[src/rtl/riscv_pkg.sv]
// Shared types and constants for the RISC-V fetch stage.
//
// Optional feature macro: IF_MISALIGN_CHECK_EN
//   defined   : fetch_state_t carries a FAULT state for misaligned redirects.
//   undefined : fetch_state_t has only the RUN state.
package riscv_pkg;

  localparam int unsigned PC_INCREMENT     = 4;
  localparam logic [31:0] NOP_INSTRUCTION  = 32'h0000_0013;  // addi x0, x0, 0
  localparam logic [31:0] DEFAULT_RESET_PC = 32'h0000_0000;

`ifdef IF_MISALIGN_CHECK_EN
  typedef enum logic [0:0] {
    StRun   = 1'b0,
    StFault = 1'b1
  } fetch_state_t;
`else
  typedef enum logic [0:0] {
    StRun = 1'b0
  } fetch_state_t;
`endif

endpackage

[src/rtl/fetch_pc_gen.sv]
// Program counter register and next-PC selection for the fetch stage.
//
// Ports:
//   clk             : system clock
//   rst_n           : asynchronous active-low reset, loads RESET_PC
//   redirect_en     : load redirect_target (highest priority)
//   redirect_target : new PC on a redirect
//   increment_en    : advance PC by PC_INCREMENT
//   pc              : current PC (registered)
module fetch_pc_gen
  import riscv_pkg::*;
#(
  parameter int unsigned             ADDRESS_SIZE = 32,
  parameter logic [ADDRESS_SIZE-1:0] RESET_PC     = DEFAULT_RESET_PC[ADDRESS_SIZE-1:0]
) (
  input  logic                    clk,
  input  logic                    rst_n,
  input  logic                    redirect_en,
  input  logic [ADDRESS_SIZE-1:0] redirect_target,
  input  logic                    increment_en,
  output logic [ADDRESS_SIZE-1:0] pc
);

  logic [ADDRESS_SIZE-1:0] pc_d;
  logic [ADDRESS_SIZE-1:0] pc_q;

  // Unsigned add wraps silently at the top of the address space.
  always_comb begin
    pc_d = pc_q;
    if (redirect_en) begin
      pc_d = redirect_target;
    end else if (increment_en) begin
      pc_d = pc_q + ADDRESS_SIZE'(PC_INCREMENT);
    end
  end

  always_ff @(posedge clk or negedge rst_n) begin
    if (!rst_n) begin
      pc_q <= RESET_PC;
    end else begin
      pc_q <= pc_d;
    end
  end

  assign pc = pc_q;

endmodule

[src/rtl/instruction_fetch.sv]
// Fetch stage: owns the PC, addresses the combinational instruction memory and
// registers {pc, instruction} into the IF/ID register with a valid/ready handoff.
// A redirect replaces the PC and flushes IF/ID.
//
// Optional feature macro: IF_MISALIGN_CHECK_EN
//   defined   : misaligned redirect targets raise misaligned_fault and halt fetch
//               until an aligned redirect arrives.
//   undefined : redirect_pc[1:0] is forced to zero and misaligned_fault is absent.
//
// Ports:
//   clk, rst_n        : clock, asynchronous active-low reset
//   imem_address      : byte address to instruction memory (the PC register)
//   imem_instruction  : combinational read data for imem_address
//   redirect_valid    : replace PC with redirect_pc and flush
//   redirect_pc       : redirect target
//   if_valid          : IF/ID holds a live instruction
//   if_ready          : decode accepts IF/ID this cycle
//   if_pc             : PC of the IF/ID instruction
//   if_instruction    : IF/ID instruction
//   misaligned_fault  : misaligned redirect seen (macro builds only)
module instruction_fetch
  import riscv_pkg::*;
#(
  parameter int unsigned             ADDRESS_SIZE     = 32,
  parameter int unsigned             INSTRUCTION_SIZE = 32,
  parameter logic [ADDRESS_SIZE-1:0] RESET_PC         = DEFAULT_RESET_PC[ADDRESS_SIZE-1:0]
) (
  input  logic                        clk,
  input  logic                        rst_n,
  output logic [ADDRESS_SIZE-1:0]     imem_address,
  input  logic [INSTRUCTION_SIZE-1:0] imem_instruction,
  input  logic                        redirect_valid,
  input  logic [ADDRESS_SIZE-1:0]     redirect_pc,
  output logic                        if_valid,
  input  logic                        if_ready,
  output logic [ADDRESS_SIZE-1:0]     if_pc,
  output logic [INSTRUCTION_SIZE-1:0] if_instruction
`ifdef IF_MISALIGN_CHECK_EN
  ,
  output logic                        misaligned_fault
`endif
);

  fetch_state_t            state_q;
  logic                    advance;
  logic                    capture;
  logic [ADDRESS_SIZE-1:0] pc;
  logic [ADDRESS_SIZE-1:0] redirect_target;

  assign advance = !if_valid || if_ready;
  // Redirect wins; a redirect cycle never captures the sequential instruction.
  assign capture = !redirect_valid && advance && (state_q == StRun);

`ifdef IF_MISALIGN_CHECK_EN
  logic redirect_misaligned;
  assign redirect_misaligned = (redirect_pc[1:0] != 2'b00);
  // Keep the faulting target in the PC so it is visible on imem_address.
  assign redirect_target     = redirect_pc;
`else
  assign redirect_target     = redirect_pc & ~ADDRESS_SIZE'(3);
`endif

  fetch_pc_gen #(
    .ADDRESS_SIZE (ADDRESS_SIZE),
    .RESET_PC     (RESET_PC)
  ) u_fetch_pc_gen (
    .clk             (clk),
    .rst_n           (rst_n),
    .redirect_en     (redirect_valid),
    .redirect_target (redirect_target),
    .increment_en    (capture),
    .pc              (pc)
  );

  assign imem_address = pc;

  always_ff @(posedge clk or negedge rst_n) begin
    if (!rst_n) begin
      state_q        <= StRun;
      if_valid       <= 1'b0;
      if_pc          <= '0;
      if_instruction <= INSTRUCTION_SIZE'(NOP_INSTRUCTION);
`ifdef IF_MISALIGN_CHECK_EN
      misaligned_fault <= 1'b0;
`endif
    end else if (redirect_valid) begin
      if_valid <= 1'b0;
`ifdef IF_MISALIGN_CHECK_EN
      state_q          <= redirect_misaligned ? StFault : StRun;
      misaligned_fault <= redirect_misaligned;
`else
      state_q          <= StRun;
`endif
    end else if (capture) begin
      if_valid       <= 1'b1;
      if_pc          <= pc;
      if_instruction <= imem_instruction;
    end
  end

endmodule
[config.mk]
export PLATFORM = sky130hd
export DESIGN_NAME = instruction_fetch
export DESIGN_NICKNAME = d
export VERILOG_FILES = /design/src/rtl/riscv_pkg.sv /design/src/rtl/fetch_pc_gen.sv /design/src/rtl/instruction_fetch.sv
export SDC_FILE = /design/constraint.sdc
export NUM_CORES = 1
export LEC_CHECK = 0
export BUFFER_PORTS_ARGS = -buffer_cell sky130_fd_sc_hd__buf_2
export CORE_UTILIZATION = 46
export CTS_BUF_LIST = sky130_fd_sc_hd__clkbuf_2
export CTS_CLUSTER_DIAMETER = 80
export DETAILED_ROUTE_END_ITERATION = 10
export PLACE_DENSITY = 0.87
export SLEW_MARGIN = 10
export SYNTH_ARGS = -nofsm -noshare
export SYNTH_HDL_FRONTEND = slang
export SYNTH_HIERARCHICAL = 1
export SYNTH_SLANG_ARGS = --single-unit
[constraint.sdc]
create_clock -name clk -period 2.3 [get_ports clk]
set_input_delay 0.115 -clock clk [delete_from_list [all_inputs] [get_ports clk]]
set_output_delay 0.115 -clock clk [all_outputs]
set_load 0.01 [all_outputs]
Yosys cells after proc, flatten, opt, wreduce, memory -nomap -nowiden
Index checks and enable logic that the tools add are counted.
{ "totals": {"elab_cells": 16, "ff_bits": 97} }
{ "op_classes": {"bitwise": 1, "muxes": 4, "n_reduce_logical": 6, "add_sub_neg": 1} }
{ "ops": {"columns": ["operator", "n"], "rows": [
  ["2-to-1 mux 32 bit", 2],
  ["adder 32 x 3 -> 32 bit (second input constant)", 1],
  ["zero test 1 bit", 2],
  ["2-to-1 mux 1 bit", 2],
  ["AND reduction 2 bit", 1],
  ["nonzero test 2 bit", 1],
  ["logical AND 1 bit", 1],
  ["logical OR 1 bit", 1],
  ["NOT 1 bit", 1]
]} }

Longest topological paths before layout
{ "depth": {"ltp_word": 5, "ltp_mapped": 11, "depth_no_buf": 6} }

Modules after synthesis
The synthesis kept the hierarchy.
{ "modules_own_cells": {"columns": ["module", "area_each_um2", "seq_area_each_um2", "instances", "cells_per_inst"], "rows": [
  ["instruction_fetch", 2671.3, 1630.3, 1, 140],
  ["fetch_pc_gen", 1820.5, 800.8, 1, 200]
]} }

Worst setup path after synthesis
No wires, ideal clock.
{ "synth_timing": {"kind": "reg-to-reg", "start": "reg if_valid", "end": "reg u_fetch_pc_gen.pc_q[27], in the netlist u_fetch_pc_gen/pc[27]", "setup_slack_ps": -253, "period_less_slack_ps": 2553, "t_arrival_ps": 2471, "stages_incl_launch_ff": 10, "required_time_ps": 2218, "path_buffers": 4, "cell_sequence": "dfrtp_1 > a21oi_2 > buf_6 > buf_12 > buf_6 > nand4_2 > buf_6 > or4b_4 > or4_1 > a31oi_1"} }
{ "synth_via": {"elab_chain_len": 4} }
{ "synth_lines": {"columns": ["item", "line", "source"], "rows": [
  ["start: declaration", "instruction_fetch.sv:34", "output logic if_valid,"],
  ["start signal: assignment", "instruction_fetch.sv:80", "if_valid <= 1'b0;"],
  ["start signal: assignment", "instruction_fetch.sv:87", "if_valid <= 1'b0;"],
  ["start signal: assignment", "instruction_fetch.sv:95", "if_valid <= 1'b1;"],
  ["zero test 1 bit", "instruction_fetch.sv:50", "assign advance = !if_valid || if_ready;"],
  ["logical OR 1 bit", "instruction_fetch.sv:50", null],
  ["logical AND 1 bit", "instruction_fetch.sv:52", "assign capture = !redirect_valid && advance && (state_q == StRun);"],
  ["via capture", "instruction_fetch.sv:46", "logic capture;"],
  ["nonzero test 2 bit (no source line)", null, null],
  ["end signal: assignment", "fetch_pc_gen.sv:41", "pc_q <= pc_d;"],
  ["end: declaration", "fetch_pc_gen.sv:25", "logic [ADDRESS_SIZE-1:0] pc_q;"]
]} }
The timed path passes the listed nets, and every way through them passes these cells.
A chain may end at the register's enable or synchronous reset.

Final worst setup path
{ "layout_timing": {"start": "reg if_valid", "end": "reg u_fetch_pc_gen.pc_q[27], in the netlist u_fetch_pc_gen/pc[27]"} }
{ "layout_via": {"elab_chain_len": 4} }
{ "layout_lines": {"columns": ["item", "line"], "rows": [
  ["zero test 1 bit", "instruction_fetch.sv:50"],
  ["logical OR 1 bit", "instruction_fetch.sv:50"],
  ["logical AND 1 bit", "instruction_fetch.sv:52"],
  ["nonzero test 2 bit (no source line)", null]
]} }
No other way between the ends.

==> implementation parameters <==
Parameter                              Value

Pwr
  Leakage power ... about 2.9 nW
  VDD IR max ... 447 uV
  Power, Total ... 4.01 mW
  Areal power density over the cells ... between 600 and 700 nW/um^2

Detailed routing
  Detailed-routing iteration count for the pre-antenna-repair pass ... 4
  Remaining number of nets flagged by the antenna check after routing ... 0
  Routed length per instance ... between 15 and 20 um
  DR vias ... roughly 3600
  # DRC ... 0
  Detail-routed via count per cell ... 5.21
  Number of DRC markers after the initial detailed-route iteration ... 172
  Routed Wire Length ... 11800 um

Setup path
  Crit path launch type ... flop
  Worst path required time ... 2.76 ns
  Crit path capture type ... flop
  Peak fanout along the critical path ... 11
  Worst endpoint data arrival time ... 2.62 ns
  Critical setup path kind ... reg -> reg

Timing
  Crit share post-route ... 93.8%
  Final number of setup-violating endpoints ... 0
  Final worst setup slack ... 0.143 ns
  Final Slew Violations ... 0
  Hold violation count in the final report ... 0
  Worst-Margin Slew ... 0.660 ns
  Fmax achieved ... 464 MHz
  RSZ-0062 raised after global routing ... no
  Final worst clock skew ... 0.0507 ns
  Post-route minimum period ... 2.16 ns
  Worst slew margin relative to its limit ... 56.0%

Synth
  Part of the Yosys area used for sequential elements ... 54.1%
  Synth async-reset ratio ... between 90% and 100%
  Cell area after synthesis ... 4490 um^2
  Proportion of netlist area held by the largest area contributor ... around 52%
  Count of flip-flops with a built-in enable after synthesis ... 0
  Most instantiated flip-flop cell in the synthesis netlist ... sky130_fd_sc_hd__dfrtp_1
  Number of synthesis warnings ... 6
  Cell count after synthesis ... 340
  Mean instance size in the synthesized netlist ... between 10 and 15 um^2
  Number of distinct standard cells referenced by the synthesized netlist ... 35
  Yosys reg bits ... 97
  Post-synthesis cell type with the largest combined area ... sky130_fd_sc_hd__dfrtp_1
  Leading cell types by total area after synthesis ... sky130_fd_sc_hd__dfrtp_1, sky130_fd_sc_hd__mux2_4, sky130_fd_sc_hd__mux2_2

Global routing
  Largest net degree at the start of global routing ... 71
  Total track usage ... 23.2%
  Overflow after GRT ... 0
  Via count of the first global-routing pass ... 3615
  Global-route wire length before repair ... 18200 um
  Initial antenna violation count ... 0

Floorplan
  Vertical extent of the die ... about 100 um
  Area inside the core boundary ... roughly 9300 um^2
  Initial Util ... approximately 48%
  Number of placed I/O pins ... about 170
  Die footprint ... 10200 um^2
  Std-Cell Rows ... 35
  Die span in x ... 101 um

Clocking
  Total CTS buffers ... 9
  Root Buffer Master ... sky130_fd_sc_hd__clkbuf_2
  Number of sinks driven by the clock tree ... 97
  CTS tree ... yes
  Post-CTS clock slew at the launch and capture registers of the worst setup and hold paths ... 0.23 ns
  Worst-case clock buffer depth ... 2
  H-tree levels ... 3
  Later-pin clock latency in the skew report ... roughly 0.56 ns

Place
  Post-DP HPWL ... 7200 um
  Routability congestion estimate from global placement ... 0.757
  Post-Place Cells ... about 620
  Port-buffer cells ... around 160
  Post-placement worst setup slack ... about 0.12 ns

Cells and area
  Number of filler instances in the final layout ... 690
  Post-layout nets ... 635
  Number of diodes added for antenna fixing ... 0
  Share of post-route cells with drive strength above 1 ... between 40% and 50%
  Final non-filler cell total ... 700
  Synth-to-Final Area Change ... 36.9%

Min path
  Path class of the lowest-slack min-delay path ... in -> reg

Run
  Max-cap violations ... 0

Status
  Status ... finished clean
worst max-delay path: stages (launching register included):
cell,delay (ns)
sky130_fd_sc_hd__dfrtp_1,0.46
sky130_fd_sc_hd__a21oi_4,0.24
sky130_fd_sc_hd__nand4_4,0.21
sky130_fd_sc_hd__or4b_4,0.63
sky130_fd_sc_hd__or4_1,0.41
sky130_fd_sc_hd__a31oi_1,0.16
registers in the layout, summed over array words and instances (netlist names):
signal / count
if_pc: 32
u_fetch_pc_gen/pc: 32
if_valid: 1
if_instruction: 32
repair_timing:
| action | in CTS | in global routing |
|---|---|---|
| setup endpoints to repair | 0 | 1 |
| hold endpoints to repair | 112 | 0 |
| buffers inserted | 0 | 0 |
| hold buffers | 63 | 0 |
| resized for setup | 0 | 1 |
cells in the mapped netlist, types with 2 or more instances:
cell / n
sky130_fd_sc_hd__buf_2: 2
sky130_fd_sc_hd__and4_1: 6
sky130_fd_sc_hd__dfstp_2: 3
sky130_fd_sc_hd__a31oi_1: 13
sky130_fd_sc_hd__o31a_1: 2
sky130_fd_sc_hd__nor3_1: 4
sky130_fd_sc_hd__inv_1: 5
sky130_fd_sc_hd__mux2_4: 49
sky130_fd_sc_hd__nor2_1: 14
sky130_fd_sc_hd__nand4_2: 2
sky130_fd_sc_hd__buf_6: 3
sky130_fd_sc_hd__mux2_1: 5
sky130_fd_sc_hd__nor4_1: 4
sky130_fd_sc_hd__nand3_1: 9
sky130_fd_sc_hd__xor2_1: 6
sky130_fd_sc_hd__or3_1: 2
sky130_fd_sc_hd__nand2_1: 25
sky130_fd_sc_hd__xnor2_1: 9
sky130_fd_sc_hd__dfrtp_1: 94
sky130_fd_sc_hd__buf_12: 5
sky130_fd_sc_hd__nand4_1: 7
sky130_fd_sc_hd__o31ai_1: 12
sky130_fd_sc_hd__mux2_2: 12
sky130_fd_sc_hd__o21ai_0: 17
sky130_fd_sc_hd__or4_1: 12
sky130_fd_sc_hd__clkbuf_1: 9
where the power goes:
part	internal (mW)	switching (mW)
sequential	1.94	0.200
clock	0.274	0.599
combinational	0.552	0.445
through the flow:
stage	util, %	hold slack (ns)	setup TNS, ns	cell area, um^2
final	65.9	0.0648	0	6150
after detailed placement	57.7	0.193	0	5390
after global routing	65.9	0.0153	0	6150
after CTS	65.9	0.0319	0	6150
after floorplan	-	-0.181	-0.821	4530
after global placement	57.7	0.177	0	5390
cell type report:
type	instances	area (um^2)	share of cell area [%]
clock inverter	7	83.8	1.36
multi-input combinational	219	1890	30.7
clock buffer	9	45.0	0.732
timing repair buffer	233	1520	24.7
tap	129	161	2.62
inverter	6	22.5	0.366
sequential	97	2430	39.5
cell usage in the layout, fill, tap and decap left out, types with 5 or more instances in the layout:
cell                            Yosys  routed
sky130_fd_sc_hd__buf_2              2     161
sky130_fd_sc_hd__dfrtp_1           94      94
sky130_fd_sc_hd__dlygate4sd3_1      0      63
sky130_fd_sc_hd__mux2_4            49      49
sky130_fd_sc_hd__nand2_1           25      25
sky130_fd_sc_hd__o21ai_0           17      17
sky130_fd_sc_hd__nor2_1            14      14
sky130_fd_sc_hd__a31oi_1           13      13
sky130_fd_sc_hd__mux2_2            12      12
sky130_fd_sc_hd__o31ai_1           12      12
sky130_fd_sc_hd__or4_1             12      12
sky130_fd_sc_hd__clkbuf_2           0       9
sky130_fd_sc_hd__nand3_1            9       9
sky130_fd_sc_hd__xnor2_1            9       9
sky130_fd_sc_hd__buf_4              0       8
sky130_fd_sc_hd__nand4_1            7       7
sky130_fd_sc_hd__and4_1             6       6
sky130_fd_sc_hd__xor2_1             6       6
sky130_fd_sc_hd__inv_1              5       5
sky130_fd_sc_hd__mux2_1             5       5
routing by layer:
| metal | vias to the layer above | wire [um] | GRT usage (%) |
|---|---|---|---|
| met3 | 10 | 891 | 6.17 |
| li1 | 1697 | - | - |
| met2 | 158 | 5760 | 40.5 |
| met5 | - | 0 | 0 |
| met1 | 1784 | 5020 | 29.1 |
| met4 | 0 | 89 | 4.57 |
path summary, 6_finish.rpt:
path / start / to / slack, ns / depth (start not counted)
setup / recovery: if_valid$_DFFE_PN0P_ / u_fetch_pc_gen/pc[27]$_DFFE_PN0N_ / 0.14 / 5
setup reg to reg: if_valid$_DFFE_PN0P_ / u_fetch_pc_gen/pc[27]$_DFFE_PN0N_ / 0.14 / 5
hold / removal: redirect_valid / if_valid$_DFFE_PN0P_ / 0.06 / 3
max in group asynchronous: rst_n / if_instruction[0]$_DFFE_PN1P_ / 1.41 / 3
min in group asynchronous: rst_n / if_instruction[13]$_DFFE_PN0P_ / 0.09 / 2
hold reg to reg: if_pc[27]$_DFFE_PN0P_ / if_pc[27]$_DFFE_PN0P_ / 0.52 / 1
logic make-up after synthesis:
kind of cell	after synthesis	synth area share (%)
flip-flops	97	54.1
AND/OR/NAND/NOR	89	11.0
multiplexers	67	20.9
AO/OA/AOI/OAI	45	6.30
buffers and inverters	25	4.46
XOR/XNOR	15	2.92
adder cells (fa/ha/maj)	1	0.279
other	1	0.0835
No activity file was read; power rests on OpenSTA's default activity.
